===== config.mk =====
export PLATFORM = sky130hd
export DESIGN_NAME = ex_mem_pipe
export DESIGN_NICKNAME = d
export VERILOG_FILES = /design/src/rtl/ex_mem_pipe_pkg.sv /design/src/rtl/pipe_skid_buf.sv /design/src/rtl/ex_mem_pipe.sv
export SDC_FILE = /design/constraint.sdc
export NUM_CORES = 1
export LEC_CHECK = 0
export ABC_AREA = 0
export CORE_MARGIN = 10
export CORE_UTILIZATION = 40
export CTS_BUF_LIST = sky130_fd_sc_hd__clkbuf_2 sky130_fd_sc_hd__clkbuf_4 sky130_fd_sc_hd__clkbuf_8
export DETAILED_ROUTE_END_ITERATION = 6
export DONT_BUFFER_PORTS = 1
export GPL_ROUTABILITY_DRIVEN = 1
export GPL_TIMING_DRIVEN = 0
export SLEW_MARGIN = 10
export SYNTH_ARGS = -nofsm -noshare
export SYNTH_HDL_FRONTEND = slang
export SYNTH_SLANG_ARGS = --single-unit

===== constraint.sdc =====
create_clock -name clk -period 1.5 [get_ports clk]
set_input_delay 0.15 -clock clk [delete_from_list [all_inputs] [get_ports clk]]
set_output_delay 0.15 -clock clk [all_outputs]
set_load 0.1 [all_outputs]

===== src/rtl/ex_mem_pipe_pkg.sv =====
// ex_mem_pipe_pkg: shared widths, NOP constants and the EX/MEM bundle type; EX_MEM_HILO_EN adds HI/LO fields
package ex_mem_pipe_pkg;
  localparam int data_w_dflt = 32;
  localparam int addr_w_dflt = 5;
  localparam logic [addr_w_dflt-1:0] nop_addr_dflt = '0;
  localparam logic [data_w_dflt-1:0] zero_word = '0;
  localparam logic write_enable = 1'b1;
  localparam logic write_disable = 1'b0;
  localparam logic rst_enable = 1'b0;
  typedef struct packed {
    logic [addr_w_dflt-1:0] wd;
    logic                   wreg;
    logic [data_w_dflt-1:0] wdata;
`ifdef EX_MEM_HILO_EN
    logic                   whilo;
    logic [data_w_dflt-1:0] hi;
    logic [data_w_dflt-1:0] lo;
`endif
  } ex_mem_bundle_t;
  function automatic int bundle_w(input int data_w, input int addr_w);
`ifdef EX_MEM_HILO_EN
    return addr_w + 2 + 3 * data_w;
`else
    return addr_w + 1 + data_w;
`endif
  endfunction
endpackage


===== src/rtl/pipe_skid_buf.sv =====
// pipe_skid_buf: generic 2-entry valid/ready skid buffer with registered in_ready and sync flush
module pipe_skid_buf #(
  parameter int W = 8,
  parameter logic [W-1:0] NOP = '0
) (
  input  logic         clk,
  input  logic         rst,
  input  logic         flush,
  input  logic         in_valid,
  output logic         in_ready,
  input  logic [W-1:0] in_data,
  output logic         out_valid,
  input  logic         out_ready,
  output logic [W-1:0] out_data
);
  logic main_valid_q, main_valid_d, skid_valid_q, skid_valid_d, accept, drain;
  logic [W-1:0] main_q, main_d, skid_q, skid_d;
  assign in_ready = !skid_valid_q;
  assign out_valid = main_valid_q;
  assign out_data = main_q;
  // next occupancy/payload: flush empties, skid refills main on drain, input goes to skid only when main stalls
  always_comb begin
    accept = in_valid & in_ready;
    drain = main_valid_q & out_ready;
    main_valid_d = !flush & (skid_valid_q | accept | (main_valid_q & !drain));
    skid_valid_d = !flush & (skid_valid_q ? !drain : (accept & main_valid_q & !drain));
    main_d = flush ? NOP : (skid_valid_q & drain) ? skid_q : (accept & (!main_valid_q | drain)) ? in_data : main_q;
    skid_d = flush ? NOP : (accept & main_valid_q & !drain) ? in_data : skid_q;
  end
  // occupancy and payload registers, NOP on async active-low reset
  always_ff @(posedge clk or negedge rst) begin
    if (!rst) begin
      main_valid_q <= 1'b0;
      skid_valid_q <= 1'b0;
      main_q <= NOP;
      skid_q <= NOP;
    end else begin
      main_valid_q <= main_valid_d;
      skid_valid_q <= skid_valid_d;
      main_q <= main_d;
      skid_q <= skid_d;
    end
  end
endmodule


===== src/rtl/ex_mem_pipe.sv =====
// ex_mem_pipe: elastic EX->MEM register carrying the write-back bundle (HI/LO too when EX_MEM_HILO_EN is defined)
module ex_mem_pipe import ex_mem_pipe_pkg::*; #(
  parameter int DATA_W = data_w_dflt,
  parameter int ADDR_W = addr_w_dflt,
  parameter logic [ADDR_W-1:0] NOP_ADDR = '0
) (
  input  logic              clk,
  input  logic              rst,
  input  logic              flush,
  input  logic              ex_valid,
  output logic              ex_ready,
  input  logic [ADDR_W-1:0] ex_wd,
  input  logic              ex_wreg,
  input  logic [DATA_W-1:0] ex_wdata,
`ifdef EX_MEM_HILO_EN
  input  logic              ex_whilo,
  input  logic [DATA_W-1:0] ex_hi,
  input  logic [DATA_W-1:0] ex_lo,
  output logic              mem_whilo,
  output logic [DATA_W-1:0] mem_hi,
  output logic [DATA_W-1:0] mem_lo,
`endif
  output logic              mem_valid,
  input  logic              mem_ready,
  output logic [ADDR_W-1:0] mem_wd,
  output logic              mem_wreg,
  output logic [DATA_W-1:0] mem_wdata
);
  localparam int BW = bundle_w(DATA_W, ADDR_W);
  localparam logic [BW-1:0] NOP_BUNDLE = {NOP_ADDR, {(BW-ADDR_W){1'b0}}};
  logic [BW-1:0] in_data, out_data;
  logic [ADDR_W-1:0] o_wd;
  logic o_wreg;
  logic [DATA_W-1:0] o_wdata;
`ifdef EX_MEM_HILO_EN
  logic o_whilo;
  logic [DATA_W-1:0] o_hi, o_lo;
  assign in_data = {ex_wd, ex_wreg, ex_wdata, ex_whilo, ex_hi, ex_lo};
  assign {o_wd, o_wreg, o_wdata, o_whilo, o_hi, o_lo} = out_data;
  // HI/LO outputs: write enable and data forced off when the slot is empty
  always_comb begin
    mem_whilo = mem_valid ? o_whilo : write_disable;
    mem_hi = mem_valid ? o_hi : '0;
    mem_lo = mem_valid ? o_lo : '0;
  end
`else
  assign in_data = {ex_wd, ex_wreg, ex_wdata};
  assign {o_wd, o_wreg, o_wdata} = out_data;
`endif
  pipe_skid_buf #(.W(BW), .NOP(NOP_BUNDLE)) u_buf (
    .clk(clk), .rst(rst), .flush(flush),
    .in_valid(ex_valid), .in_ready(ex_ready), .in_data(in_data),
    .out_valid(mem_valid), .out_ready(mem_ready), .out_data(out_data)
  );
  // GPR outputs: no write or stale data escapes an invalid slot
  always_comb begin
    mem_wd = mem_valid ? o_wd : NOP_ADDR;
    mem_wreg = mem_valid ? o_wreg : write_disable;
    mem_wdata = mem_valid ? o_wdata : '0;
  end
endmodule


Yosys cells after proc, flatten, opt, wreduce, memory -nomap -nowiden:

Index checks and enable logic that the tools add are counted.

* flip-flop bits (word level): 78
* output and inout bits: 40
* logic and storage cells: 31

* mux-type cells: 9
* bitwise operators: 12
* reduce and logical (&&, ||, !) cells: 6

Operators by type and width (count)
* $mux W38: 5
* $mux W32: 1
* $and A1 B1 Y1: 9
* $mux W5: 1
* $logic_not A1 Y1: 4
* $or A1 B1 Y1: 3
* $reduce_bool A3 Y1: 1
* $mux W1: 2
* $reduce_bool A2 Y1: 1

Depth between registers and ports, before layout:

* depth in word-level cells: 6
* mapped depth: 6
* mapped depth without buffers: 3

Modules after synthesis:

Synthesis repeated with hierarchy kept, for this count alone.

* cell total of the unflattened synthesis: 356
* area total of the unflattened synthesis: 3779.9 µm²

Modules (own cells, without submodules)
* pipe_skid_buf: times used 1, cells each 314, area each 3503.4 µm², seq. area each 1951.9 µm²
* ex_mem_pipe: times used 1, cells each 42, area each 276.5 µm², seq. area each 0.0 µm²

Worst setup path after synthesis:

No wires, ideal clock.

* path type: register to output
* from: register u_buf.main_valid_q (netlist: u_buf.out_valid)
* to: output port mem_wd[0]
* arrival: 2202 ps
* required time: 1350 ps
* setup slack: -852 ps
* stages on the path, launching flop included: 4
* path buffers: 2
* cells stage by stage: dfrtp_1 > buf_2 > clkbuf_1 > and2_1

* cells in the longest elaborated chain, start to end: 1

RTL lines
* from (decl): RTL line pipe_skid_buf.sv:16 `logic main_valid_q, main_valid_d, skid_valid_q, skid_valid_d, accept, drain;`
* from (signal assigned): RTL line pipe_skid_buf.sv:38 `main_valid_q <= main_valid_d;`
* $mux W5: RTL line ex_mem_pipe.sv:57 `mem_wd = mem_valid ? o_wd : NOP_ADDR;`
* to (decl): RTL line ex_mem_pipe.sv:25 `output logic [ADDR_W-1:0] mem_wd,`

Every way passes these cells.

Worst setup path after layout:

* from: register u_buf.main_valid_q (netlist: u_buf.out_valid)
* to: output port mem_wdata[6]

* cells in the longest elaborated chain, start to end: 1

RTL lines
* $mux W32: RTL line ex_mem_pipe.sv:59 `mem_wdata = mem_valid ? o_wdata : '0;`
* to (decl): RTL line ex_mem_pipe.sv:27 `output logic [DATA_W-1:0] mem_wdata`

Every way passes these cells.

==> impl_metrics.yaml <==
status:
  outcome: "finished with violations"
  violations_in_the_final_reports: "hold timing, setup timing"
grt:
  via_count_of_the_first_global_routing_pass: 3079
  number_of_antenna_violations_at_the_first_check_in_global_routing: 0
  grt_first_pass_wirelength_um: 16600
  grt_max_degree: 79
  global_route.usage.total: 0.157
  grt_overflow: 0
routing:
  routed-wl-met3_um: 640
  wl_met2_um: 5190
  drtAntennaViolNets: 0
  route.detailed.wl_per_inst_um: 19.6
  post-route-drc-count: 0
  wirelength_met1_um: 4450
  detail_route.iter0.violations: 99
  vias_per_cell: 5.51
  dr.pass1.iters: 4
  highest_layer: "met4"
  vias: 2935
  route.final.wire_length_um: 10500
cts:
  clk_path_buf_depth: 2
  cts_buffers: 9
  ctsHtreeMaxLevel: 3
  cts_num_sinks: 78
  ctsRootBufferMaster: "sky130_fd_sc_hd__clkbuf_8"
  cts_tree: "done"
  clk_latency_ps: 340
  cts_hold_buffers: 40
  worst_setup_hold_path_clk_slew_ps: 80
min_path:
  min_path_type: "in -> async"
sta:
  grt_setup_unrepaired: "yes"
  timing.final.setup_violations: 115
  fin_worst_hold_slack_ps: -511
  fin_ws_ps: -329
  slew_violations: 0
  clock-skew-final_ps: 12.1
  period_minus_slack_ps: 1830
  fin_crit_sh: 1.22
  slew-limit-headroom: 0.499
  fmaxAchievable_mhz: 547
  final_hold_viol_count: 78
  worst_slew_pin_slew_ps: 751
place:
  numPlacedInstances: 469
  port_buffers: 0
  hpwlAfterDp_um: 6930
  place_ws_ps: -470
  finalWeightedCongestion: 0.787
logic_synthesis:
  dominantRegCellSynth: "sky130_fd_sc_hd__dfrtp_1"
  synth_most_common_cell: "sky130_fd_sc_hd__dfrtp_1"
  synth.cells.most_frequent: "sky130_fd_sc_hd__dfrtp_1 (78), sky130_fd_sc_hd__nand2_1 (76), sky130_fd_sc_hd__a21oi_1 (40)"
  synth_cell_types: 22
  count_of_flip_flops_with_a_built_in_enable_after_synthesis: 0
  yosysSeqAreaShare: 0.520
  synth.top_cell.area_share: 0.520
  synth_area_leader_cell: "sky130_fd_sc_hd__dfrtp_1"
  ys_warn_count: 0
  synth_area_um2: 3750
  synth_area_per_cell_um2: 10.5
  synthesized_nets: 401
  postSynth.asyncResetShare: 1.00
  synthesized_instance_count: 358
  ys_ff_latch: 78
  yosys-top-cells-area: "sky130_fd_sc_hd__dfrtp_1 (52%), sky130_fd_sc_hd__a22o_1 (8.9%), sky130_fd_sc_hd__a311oi_2 (8.0%)"
die:
  height_of_the_die_um: 117
  fp.dieArea_um2: 13700
  initial_core_util: 0.408
  fp.dieW_um: 117
  design.core.area_um2: 9200
  floorplan.io_pins: 83
  rows: 35
layout:
  final_layout_size_suffix_gt1_frac: 0.370
  utilization: 0.554
  antennaDiodeCount: 0
  num-fill-cells: 832
  register_area_um2: 1960
  multi_input_area_um2: 1860
  layout.cells.non_filler: 533
  nNetsFinal: 461
  flow.area_growth_from_synthesis_pct: 35.7
critical_path:
  cp.arrival_ps: 1680
  worst_path_dominant_cell_family: "flip-flops"
  setup.worst_path.class: "reg -> out"
  worst_ep_required_time_ps: 1350
  max_stage_delay_ps: 640
  worst_setup_path_start_kind: "register"
  critical-path-slowest-cell: "sky130_fd_sc_hd__dfrtp_4"
  worst-path-buf-inv: 2
  minimum_setup_slack_among_reg_to_reg_paths_ps: -330
  timing.critical_path.cells: "buf_6, clkbuf_16, and2_4"
  end_kind: "output pin"
  largest_fanout_on_the_critical_path: 10
pwr:
  total_leakage_power_nw: 2.23
  irDropWorstVdd_v: 0.000581
  cellPowerDensity_nw_per_um2: 1060
  post-layout-total-power_mw: 5.42
run:
  drv.max_cap_violation_count: 0
[repair_timing]
item	4_1_cts	5_1_grt
setup endpoints to repair	117	115
pin swaps	28	6
endpoints found under the hold margin	156	78
gates resized for setup	47	27
gates cloned	2	1
setup buffers	3	3
[worst paths after layout]
check / from / end / cells after the start
worst max-delay path: u_buf.out_valid / mem_wdata[6] / 3
worst min-delay path: rst / u_buf.skid_q[3] / 0
worst max register to register: u_buf.out_valid / u_buf.out_data[36] / 6
worst min register to register: u_buf.skid_q[24] / u_buf.skid_q[24] / 1
max in group asynchronous: rst / u_buf.out_valid / 0
min in group clk: ex_valid / u_buf.skid_valid_q / 2
[power breakdown]
part           leakage (nW)  switching, mW  internal [mW]
clock                 0.123          0.745           1.16
sequential             1.05         0.0932           2.23
combinational          1.06          0.756          0.445
[metal layers]
layer  GRT usage  vias to the layer above
met4      0.0535                        0
met5           0                        -
met1       0.190                     1453
li1            -                     1404
met2       0.262                       65
met3      0.0428                       13
[state kept, by name, summed over array words and instances, names as in the netlist]
register and flops:
u_buf.skid_q 38, u_buf.skid_valid_q 1, u_buf.out_data 38, u_buf.out_valid 1
[cell type report]
type	count	area share
clock buffer	11	0.0285
timing repair buffer	49	0.0973
sequential	78	0.384
tap	111	0.0273
clock inverter	4	0.0187
multi-input combinational	240	0.365
inverter	1	0.00147
buffer	39	0.0776
[stage by stage]
stage          cell area, um2  hold WS, ps  setup TNS, ps
6_report                 5090         -511         -33170
5_1_grt                  5090         -535         -41020
3_5_place_dp             4110         -143         -35370
4_1_cts                  4980         -521         -35010
3_3_place_gp             4110         -142         -33860
2_1_floorplan            3970         -146         -12740
[placed cells by master, fill, tap and decap left out, drive strengths merged, types with 2 or more instances in the layout]
cell type and count:
nor2 2, a21oi 40, dlygate4sd3 40, dfrtp 78, nand2 76, and2 39
a311oi 38, buf 35, a22o 38, bufinv 3, clkbuf 24
[cell families after synthesis]
group,count (synthesis),share of synthesized area
compound gates,118,0.268
buf+inv,40,0.0560
flops,78,0.520
mux,1,0.00400
simple gates,121,0.152
Power figures use the tool's default switching activity.
